$ cat src/rtl/mem_bridge.sv
// CPU-to-memory/I-O bridge: stalls the CPU across acked memory accesses and
// answers I/O-window accesses combinationally. An unacked access times out after TMO cycles.
module mem_bridge #(
  parameter int          TMO    = 255,
  parameter logic [23:0] IOBASE = 24'hFFFFC0
) (
  input  logic        clk,
  input  logic        rst,
  input  logic [23:0] adr,
  input  logic        rd,
  input  logic        wr,
  input  logic        ben,
  input  logic [31:0] outbus,
  output logic [31:0] inbus,
  output logic        stallX,
  output logic        mem_req,
  output logic        mem_we,
  output logic [21:0] mem_adr,
  output logic [3:0]  mem_be,
  output logic [31:0] mem_wdata,
  input  logic [31:0] mem_rdata,
  input  logic        mem_ack,
  output logic [3:0]  io_adr,
  output logic        io_rd,
  output logic        io_wr,
  output logic [31:0] io_wdata,
  input  logic [31:0] io_rdata
);

  typedef enum logic {IDLE, BUSY} state_t;

  localparam logic [9:0] TLIM = 10'(TMO - 1);

  state_t      state;
  logic [9:0]  cnt;
  logic [31:0] rdreg;
  logic        tmo_err;
  logic        is_io;
  logic        idle;

  assign is_io    = (adr >= IOBASE);
  assign idle     = (state == IDLE);
  assign stallX   = (state == BUSY);
  assign inbus    = rdreg;
  assign io_adr   = adr[5:2];
  assign io_wdata = outbus;
  // A simultaneous rd+wr is a store, so it must not also fire an I/O read.
  assign io_rd    = rd & ~wr & is_io & idle;
  assign io_wr    = wr & is_io & idle;

  always_ff @(posedge clk or posedge rst) begin
    if (rst) begin
      state     <= IDLE;
      cnt       <= '0;
      rdreg     <= '0;
      tmo_err   <= 1'b0;
      mem_req   <= 1'b0;
      mem_we    <= 1'b0;
      mem_adr   <= '0;
      mem_be    <= '0;
      mem_wdata <= '0;
    end else if (state == IDLE) begin
      if ((rd || wr) && !is_io) begin
        state     <= BUSY;
        cnt       <= '0;
        mem_req   <= 1'b1;
        mem_we    <= wr;
        mem_adr   <= adr[23:2];
        mem_wdata <= outbus;
        mem_be    <= ben ? (4'b0001 << adr[1:0]) : 4'b1111;
      end else if (io_rd) begin
        rdreg <= io_rdata;
      end
    end else begin
      // Ack is checked first so an ack landing on the last allowed cycle still wins.
      if (mem_ack) begin
        if (!mem_we) rdreg <= mem_rdata;
        mem_req <= 1'b0;
        state   <= IDLE;
      end else if (cnt == TLIM) begin
        if (!mem_we) rdreg <= 32'hFFFFFFFF;
        mem_req <= 1'b0;
        tmo_err <= 1'b1;
        state   <= IDLE;
      end else begin
        cnt <= cnt + 10'd1;
      end
    end
  end

endmodule

$ cat config.mk
export PLATFORM = sky130hd
export DESIGN_NAME = mem_bridge
export DESIGN_NICKNAME = d
export VERILOG_FILES = /design/src/rtl/mem_bridge.sv
export SDC_FILE = /design/constraint.sdc
export NUM_CORES = 1
export LEC_CHECK = 0
export CAP_MARGIN = 20
export CORE_MARGIN = 4
export CORE_UTILIZATION = 42
export DETAILED_ROUTE_END_ITERATION = 7
export PLACE_DENSITY = 0.91
export SLEW_MARGIN = 20
export SYNTH_ARGS = -nofsm -noshare
export SYNTH_HDL_FRONTEND = slang
export SYNTH_SLANG_ARGS = --single-unit
$ cat constraint.sdc
create_clock -name clk -period 7.4 [get_ports clk]
set_clock_uncertainty 0.05 [all_clocks]
set_input_delay 1.48 -clock clk [delete_from_list [all_inputs] [get_ports clk]]
set_output_delay 1.48 -clock clk [all_outputs]
set_load 0.005 [all_outputs]
# Word-level counts from Yosys, hierarchy flattened

Index checks and enable logic that the tools add are counted.

Add/subtract/negate cells: 1
$lt $le $gt $ge: 1
Equality and inequality tests: 7
Shift operators: 1
Multiplexer cells: 20
Bitwise gates (word level): 7
Reductions and logical operators: 9

Operator list:

| operator                                                                 | count |
|---|---|
| 32-bit two-way mux                                                       | 7 |
| 10-bit two-way mux                                                       | 4 |
| 24-bit greater-or-equal comparator (second input constant)               | 1 |
| 10-bit by 1-bit adder with 10-bit output (second input constant)         | 1 |
| 10-bit by 8-bit equality test with 1-bit output (second input constant)  | 1 |
| 1-bit two-way mux                                                        | 8 |
| 2-bit inequality test (second input constant)                            | 3 |
| 3-bit inequality test (second input constant)                            | 2 |
| 1-bit AND                                                                | 5 |
| 5-bit AND reduction                                                      | 1 |
| 4-bit two-way mux                                                        | 1 |
| 2-bit AND reduction                                                      | 2 |
| 2-bit nonzero test                                                       | 2 |
| 1-bit by 2-bit left shift with 4-bit output (first input constant)       | 1 |
| 3-bit by 2-bit inequality test with 1-bit output (second input constant) | 1 |
| 3-bit AND reduction                                                      | 1 |
| 1-bit inverter                                                           | 2 |
| 1-bit logical AND                                                        | 1 |
| 1-bit logical NOT                                                        | 1 |
| 1-bit logical OR                                                         | 1 |

Flip-flop bits (word level): 103
Bits of input ports: 126
Output and inout port bits: 131
Word-level logic and storage cells: 54

# Logic depth before layout (Yosys ltp)

Word-level depth: 7
Depth in mapped cells: 8
Depth with buffers taken out: 7

# Least setup slack after synthesis

Ideal clock, no wire load.

Path kind: in2out
From: input adr[14]
To: output io_wr
Data arrival time: 2.121 ns
Data required time: 5.870 ns
Path slack: 3.749 ns
Stages: 4
Buffers on the path: 0
Cell sequence: nand4_1 -> nor2_1 -> nand3_1 -> nor3b_1

Longest elaborated chain between the ends: 3

RTL lines:

| element                            | line | text |
|---|---|---|
| start, declared                    | 9    | `input logic [23:0] adr,` |
| 24-bit greater-or-equal comparator | 41   | `assign is_io = (adr >= IOBASE);` |
| 1-bit AND (2 in series)            | 49   | `assign io_wr = wr & is_io & idle;` |
| end, declared                      | 25   | `output logic io_wr,` |

Every way passes these cells.

# Worst setup path in the final report

From: input adr[10]
To: output io_wr

The elaborated chain is that of the path after synthesis.

==> reports/results.tsv <==
metric	value	unit
top post-synthesis cells by count	103 x dfrtp_1, 53 x mux2_2, 36 x buf_4	
H-tree depth	3	
worst-path maximum fanout	3	
synthesized area	0.00469	sq mm
fin worst setup slack	2.40	ns
outcome	completed	
Slew Limit Fails	0	
clock share of power	0.151	
Worst Hold Class	register to register	
Buffers on Ports	256	
largest net degree at the start of global routing	66	
Placer Congestion	0.861	
post-synthesis net count	515	
switching part of the total	0.302	
Routed Antenna Nets	0	
routed vias/inst	4.95	
Psw	0.000640	W
Die Area	0.0129	sq mm
Synth Area in Compound Gates	0.0666	
Filler Cell Count	815	
most frequent cell after synthesis	dfrtp_1	
Core ar.	0.0109	sq mm
CP Capture Type	primary output	
register area share after synthesis	0.549	
Sequential Power Share	0.424	
unrepaired setup endpoints after global routing	no	
CTS Root Cell	clkbuf_8	
Total Wirelength	13700	um
Total GRT Usage	0.211	
adder-cell share of the synthesized area	0.00533	
WS Path Type	input pin to primary output	
Main synth FF type	dfrtp_1	
total number of yosys warnings	0	
multiplexer share of the synthesized area	0.198	
PostCTS Resize Cnt	0	
number of global-route vias before repair	4047	
Gate power share	0.425	
final net count	731	
Final Power	0.00212	W
Post-CTS Setup Bufs	0	
Async S/R FF share, synth	1.00	
Placed Area	0.00710	sq mm
peak supply drop	179	uV
Avg Cell Area, Syn	12.1	sq um
DRC viols	0	
Yosys reg bits	103	
Required @ worst endpoint	5.87	ns
Chip Height	114	um
Hold WS	0.438	ns
initial antenna violation count	0	
IO Pins	257	
TNS Setup	0	ns
CTS tree	yes	
HPWL Detailed	11200	um
clock sink count	103	
clock slew at reported path FFs	0.09	ns
Yosys cell types	40	
P_int	0.00148	W
Placement Setup Slack	2.37	ns
post-route clock period utilization	0.676	
Diodes inserted	0	
Finished Cell Area	0.00728	sq mm
total CTS buffers	9	
worst-margin pin slew	1.00	ns
row count	38	
number of synthesized flops with an enable pin	0	
DR pass1 iterations	4	
maximum clock frequency	0.200	GHz
Syn-to-layout area delta	55.1	%
Slew HR	0.331	
DRT iter0 DRCs	168	
Starting Density	0.431	
total gr overflow	0	
synthesized instance count	387	
crit path DAT	3.47	ns
Max Cap Viol	0	
latest clock arrival within the worst-skew pair	0.36	ns
post-synth top area share	0.549	
first-pass GRT wire length	21200	um
Startpoint Class	input pin	
Hold Vio Cnt, Final	0	
Die X	114	um
Synth area leaders	dfrtp_1 55%, mux2_2 13%, mux2i_1 6.8%, buf_4 5.8%, o22ai_1 4.3%	
Synth Area in XOR/XNOR	0.0131	
maximum clock path buffer count	2	
total number of vias	3702	
power per cell area	291	mW/mm^2
main combinational cell family by area after synthesis	multiplexers	
per-cell routed wire length	18.3	um
fraction of layout cells with a size suffix above 1	0.133	
hold_buf cts	0	
leakage power	2.96	nW
final setup vio count	0	
Synth area leader	dfrtp_1	
Post-Synth Simple-Gate Area	0.0629	
minimum clock period	5.00	ns
cell families after synthesis:
family | count (synthesis)
AND/OR/NAND/NOR | 54
multiplexers | 86
adder cells (fa/ha/maj) | 2
buffers and inverters | 88
XOR/XNOR | 7
AO/OA/AOI/OAI | 47
flip-flops | 103
cell usage in the layout (no fill, tap or decap), types with 3 or more instances in the layout:
cell             Yosys  layout
clkdlybuf4s50_1      0     256
xnor2_1              6       6
dfrtp_1            103     102
nor2_1              16      16
nand3_1              4       4
clkbuf_8             0       9
nor3_1               4       4
a31oi_1              4       4
inv_1               34      33
buf_4               36       3
mux2_2              53      53
nand4_1              5       5
nand2b_1             5       5
mux2i_1             32      32
nor4_1               3       3
nand2_1              8       8
o22ai_1             32      32
final timing paths:
kind,start,end,slack (ns),cells past startpoint
worst min-delay path,mem_req,mem_req,0.44,1
worst max register to register,stallX,mem_wdata[18],4.46,4
min in group asynchronous,rst,inbus[5],1.44,2
worst max-delay path,adr[10],io_wr,2.40,6
worst min register to register,mem_req,mem_req,0.44,1
max in group asynchronous,rst,mem_adr[20],4.69,3
layout make-up:
class | instances | area (sq um) | area share
flip-flops and latches | 103 | 2580 | 0.354
multi-input cells | 196 | 1630 | 0.224
repair buffers | 259 | 2580 | 0.355
clock inverters | 7 | 55.1 | 0.00756
inverters | 34 | 130 | 0.0179
well taps | 140 | 175 | 0.0241
clock buffers | 9 | 124 | 0.0170
power by group through the flow:
| stage | combinational [W] | sequential [W] | clock [W] |
|---|---|---|---|
| detailed placement | 0.000914 | 0.000913 | 0 |
| global route | 0.000968 | 0.000928 | 0.000357 |
| global placement | 0.000890 | 0.000898 | 0 |
| floorplan | 0.000327 | 0.000901 | 0 |
| finish | 0.000901 | 0.000899 | 0.000319 |
| CTS | 0.000918 | 0.000902 | 0.000333 |
routing by layer:
metal	vias to the layer above	part of all wire	wire length [um]	global-route usage
met5	-	0	0	0
met4	0	0.023	322	0.0689
met3	23	0.066	908	0.0568
met2	137	0.57	7830	0.406
met1	1796	0.34	4660	0.219
li1	1746	-	-	-
per-stage QoR:
step           utilization  instances
5_1_grt              0.669        748
6_report             0.669        748
4_1_cts              0.669        748
3_3_place_gp         0.652        732
2_1_floorplan            -        387
3_5_place_dp         0.652        732
registers in the layout (all words and copies together) (netlist names):
signal	count
cnt	10
inbus	32
mem_adr	22
mem_be	4
mem_req	1
mem_wdata	32
mem_we	1
stallX	1
critical path, stage by stage:
cell             delay, ns
clkdlybuf4s50_1       0.50
nand4_1               0.11
nor2_1                0.26
nand3_1               0.30
nor3b_1               0.27
clkdlybuf4s50_1       0.54
(Power assumes the default switching activity.)
==> patch: new RTL, same settings <==
Make the reset (`rst`) synchronous in one clocked block.
--- a/src/rtl/mem_bridge.sv
+++ b/src/rtl/mem_bridge.sv
@@ -48,7 +48,7 @@
   assign io_rd    = rd & ~wr & is_io & idle;
   assign io_wr    = wr & is_io & idle;
 
-  always_ff @(posedge clk or posedge rst) begin
+  always_ff @(posedge clk) begin
     if (rst) begin
       state     <= IDLE;
       cnt       <= '0;
Formal check against the unedited RTL: differs if rst is asserted again (counterexample within 4 cycles, from zero or initial values and one cycle with rst high); with rst held inactive, the same outputs for 4 cycles.
==> patch against the original RTL <==
Design area is 2.5% lower. Area after synthesis fell by 2.5%. Routed wire length up 3.1%. Worst setup slack improved by 0.0044 ns. Die area fell by 2.3%. Sequential cell count is the same.
Power is not compared: it rests on default switching activity, and its combinational part moved more than twofold at a synthesized area within 25%.
==> patch: results (changes against the original RTL) <==
- Compound-Gate Fraction of Synth Area: 13.23% (was 6.663%)
- Register area share after synthesis: 45.04% (was 54.90%)
- Synth Area in XOR/XNOR: 1.530% (was 1.306%)
- Share of cells above drive strength 1: 3.481% (was 13.32%)
- Outcome: complete, no violations (unchanged)
- Pin count of the biggest net entering global routing: 68 (was 66)
- Worst rel slew slack: 31.71% (was 33.09%)
- Gr usage total: 21.55% (was 21.06%)
- Yosys cell types: 38 (was 40)
- Net Count, Synth: 676 (was 515)
- Worst Min Path Start: mem_adr[19] (was mem_req)
- Post-DP HPWL: 10920 um (was 11190 um)
- Async set-reset flop share out of synthesis: 0% (was 100.0%)
- Synth top cells by count: nand2_1 (115), dfxtp_1 (103), a21oi_1 (56) (was dfrtp_1 (103), mux2_2 (53), buf_4 (36))
- Multiplexer share of the synthesized area: 7.844% (was 19.78%)
- Initial DRC count: 314 (was 168)
- Total number of vias: 4486 (was 3702)
- Fin nets: 871 (was 731)
- GPL Wtd Cong: 0.9227 (was 0.8611)
- Adder-cell share of the synthesized area: 0.5466% (was 0.5330%)
- Post-DR wirelength/cell: 16.02 um (was 18.35 um)
- Fill cells: 805 (was 815)
- Critical Path Fanout Max: 4 (was 3)
- Worst R2R Start: cnt[1] (was stallX)
- Area contributors post-synth: dfxtp_1 (45%), nand2_1 (9.4%), mux2_1 (7.6%), a21oi_1 (6.1%), buf_4 (5.9%) (was dfrtp_1 (55%), mux2_2 (13%), mux2i_1 (6.8%), buf_4 (5.8%), o22ai_1 (4.3%))
patch: cell count changes after synthesis, sizes merged, moves of 31 or more:
cell,before,now
mux2i,32,1
nor2,16,50
dfrtp,103,0
dfxtp,0,103
nand2,8,115
a21oi,3,56
inv,34,3
nor2b,1,32
patch: final timing paths:
path / depth (start not counted) / endpoint / slack (ns)
setup reg to reg: 5 / inbus[13] / 4.33
hold reg to reg: 2 / mem_adr[19] / 0.41
setup / recovery: 6 / io_wr / 2.40
hold / removal: 2 / mem_adr[19] / 0.41
patch: critical path, stage by stage:
cell and delay (ns):
clkdlybuf4s50_1 0.51, nand4_1 0.16, nor3_2 0.41, nand2_1 0.16
nor3b_1 0.22, clkdlybuf4s50_1 0.53
patch: per-layer routing:
layer	wire length (um)	track usage, %
met5	0	0
met4	223	6.330
met3	1367	6.900
met1	5368	23.59
met2	7191	39.65
patch: power breakdown:
group / total [mW] / switching [mW] / internal, mW
Clock: 0.357 / 0.183 / 0.174
Sequential: 0.615 / 0.0202 / 0.594
Combinational: 0.311 / 0.125 / 0.185
patch: logic make-up after synthesis:
| logic type | Yosys count |
|---|---|
| and+or+nand+nor | 225 |
| xor gates and xnor gates | 8 |
| muxes | 32 |
| buffers and inverters | 78 |
| adders and majority gates | 2 |
| AOI/OAI and AO/OA | 100 |
| DFF | 103 |
patch: area by class of cell:
cell class	count	area (um2)	share of cell area [%]
well taps	136	170.2	2.397
flip-flops and latches	103	2062	29.05
repair buffers	259	2582	36.38
inverters	3	11.26	0.1586
clock buffers	11	151.4	2.133
multi-input cells	367	2066	29.10
clock inverters	4	55.05	0.7756
patch: metrics by stage:
step	std cells	setup slack (ns)	hold WS (ns)	area, um2
2_1_floorplan	548	3.736	0.4027	4578
3_3_place_gp	868	2.554	0.3912	6892
3_5_place_dp	868	2.428	0.3955	6892
4_1_cts	883	2.415	0.4089	7098
5_1_grt	883	2.325	0.4284	7098
6_report	883	2.402	0.4082	7098
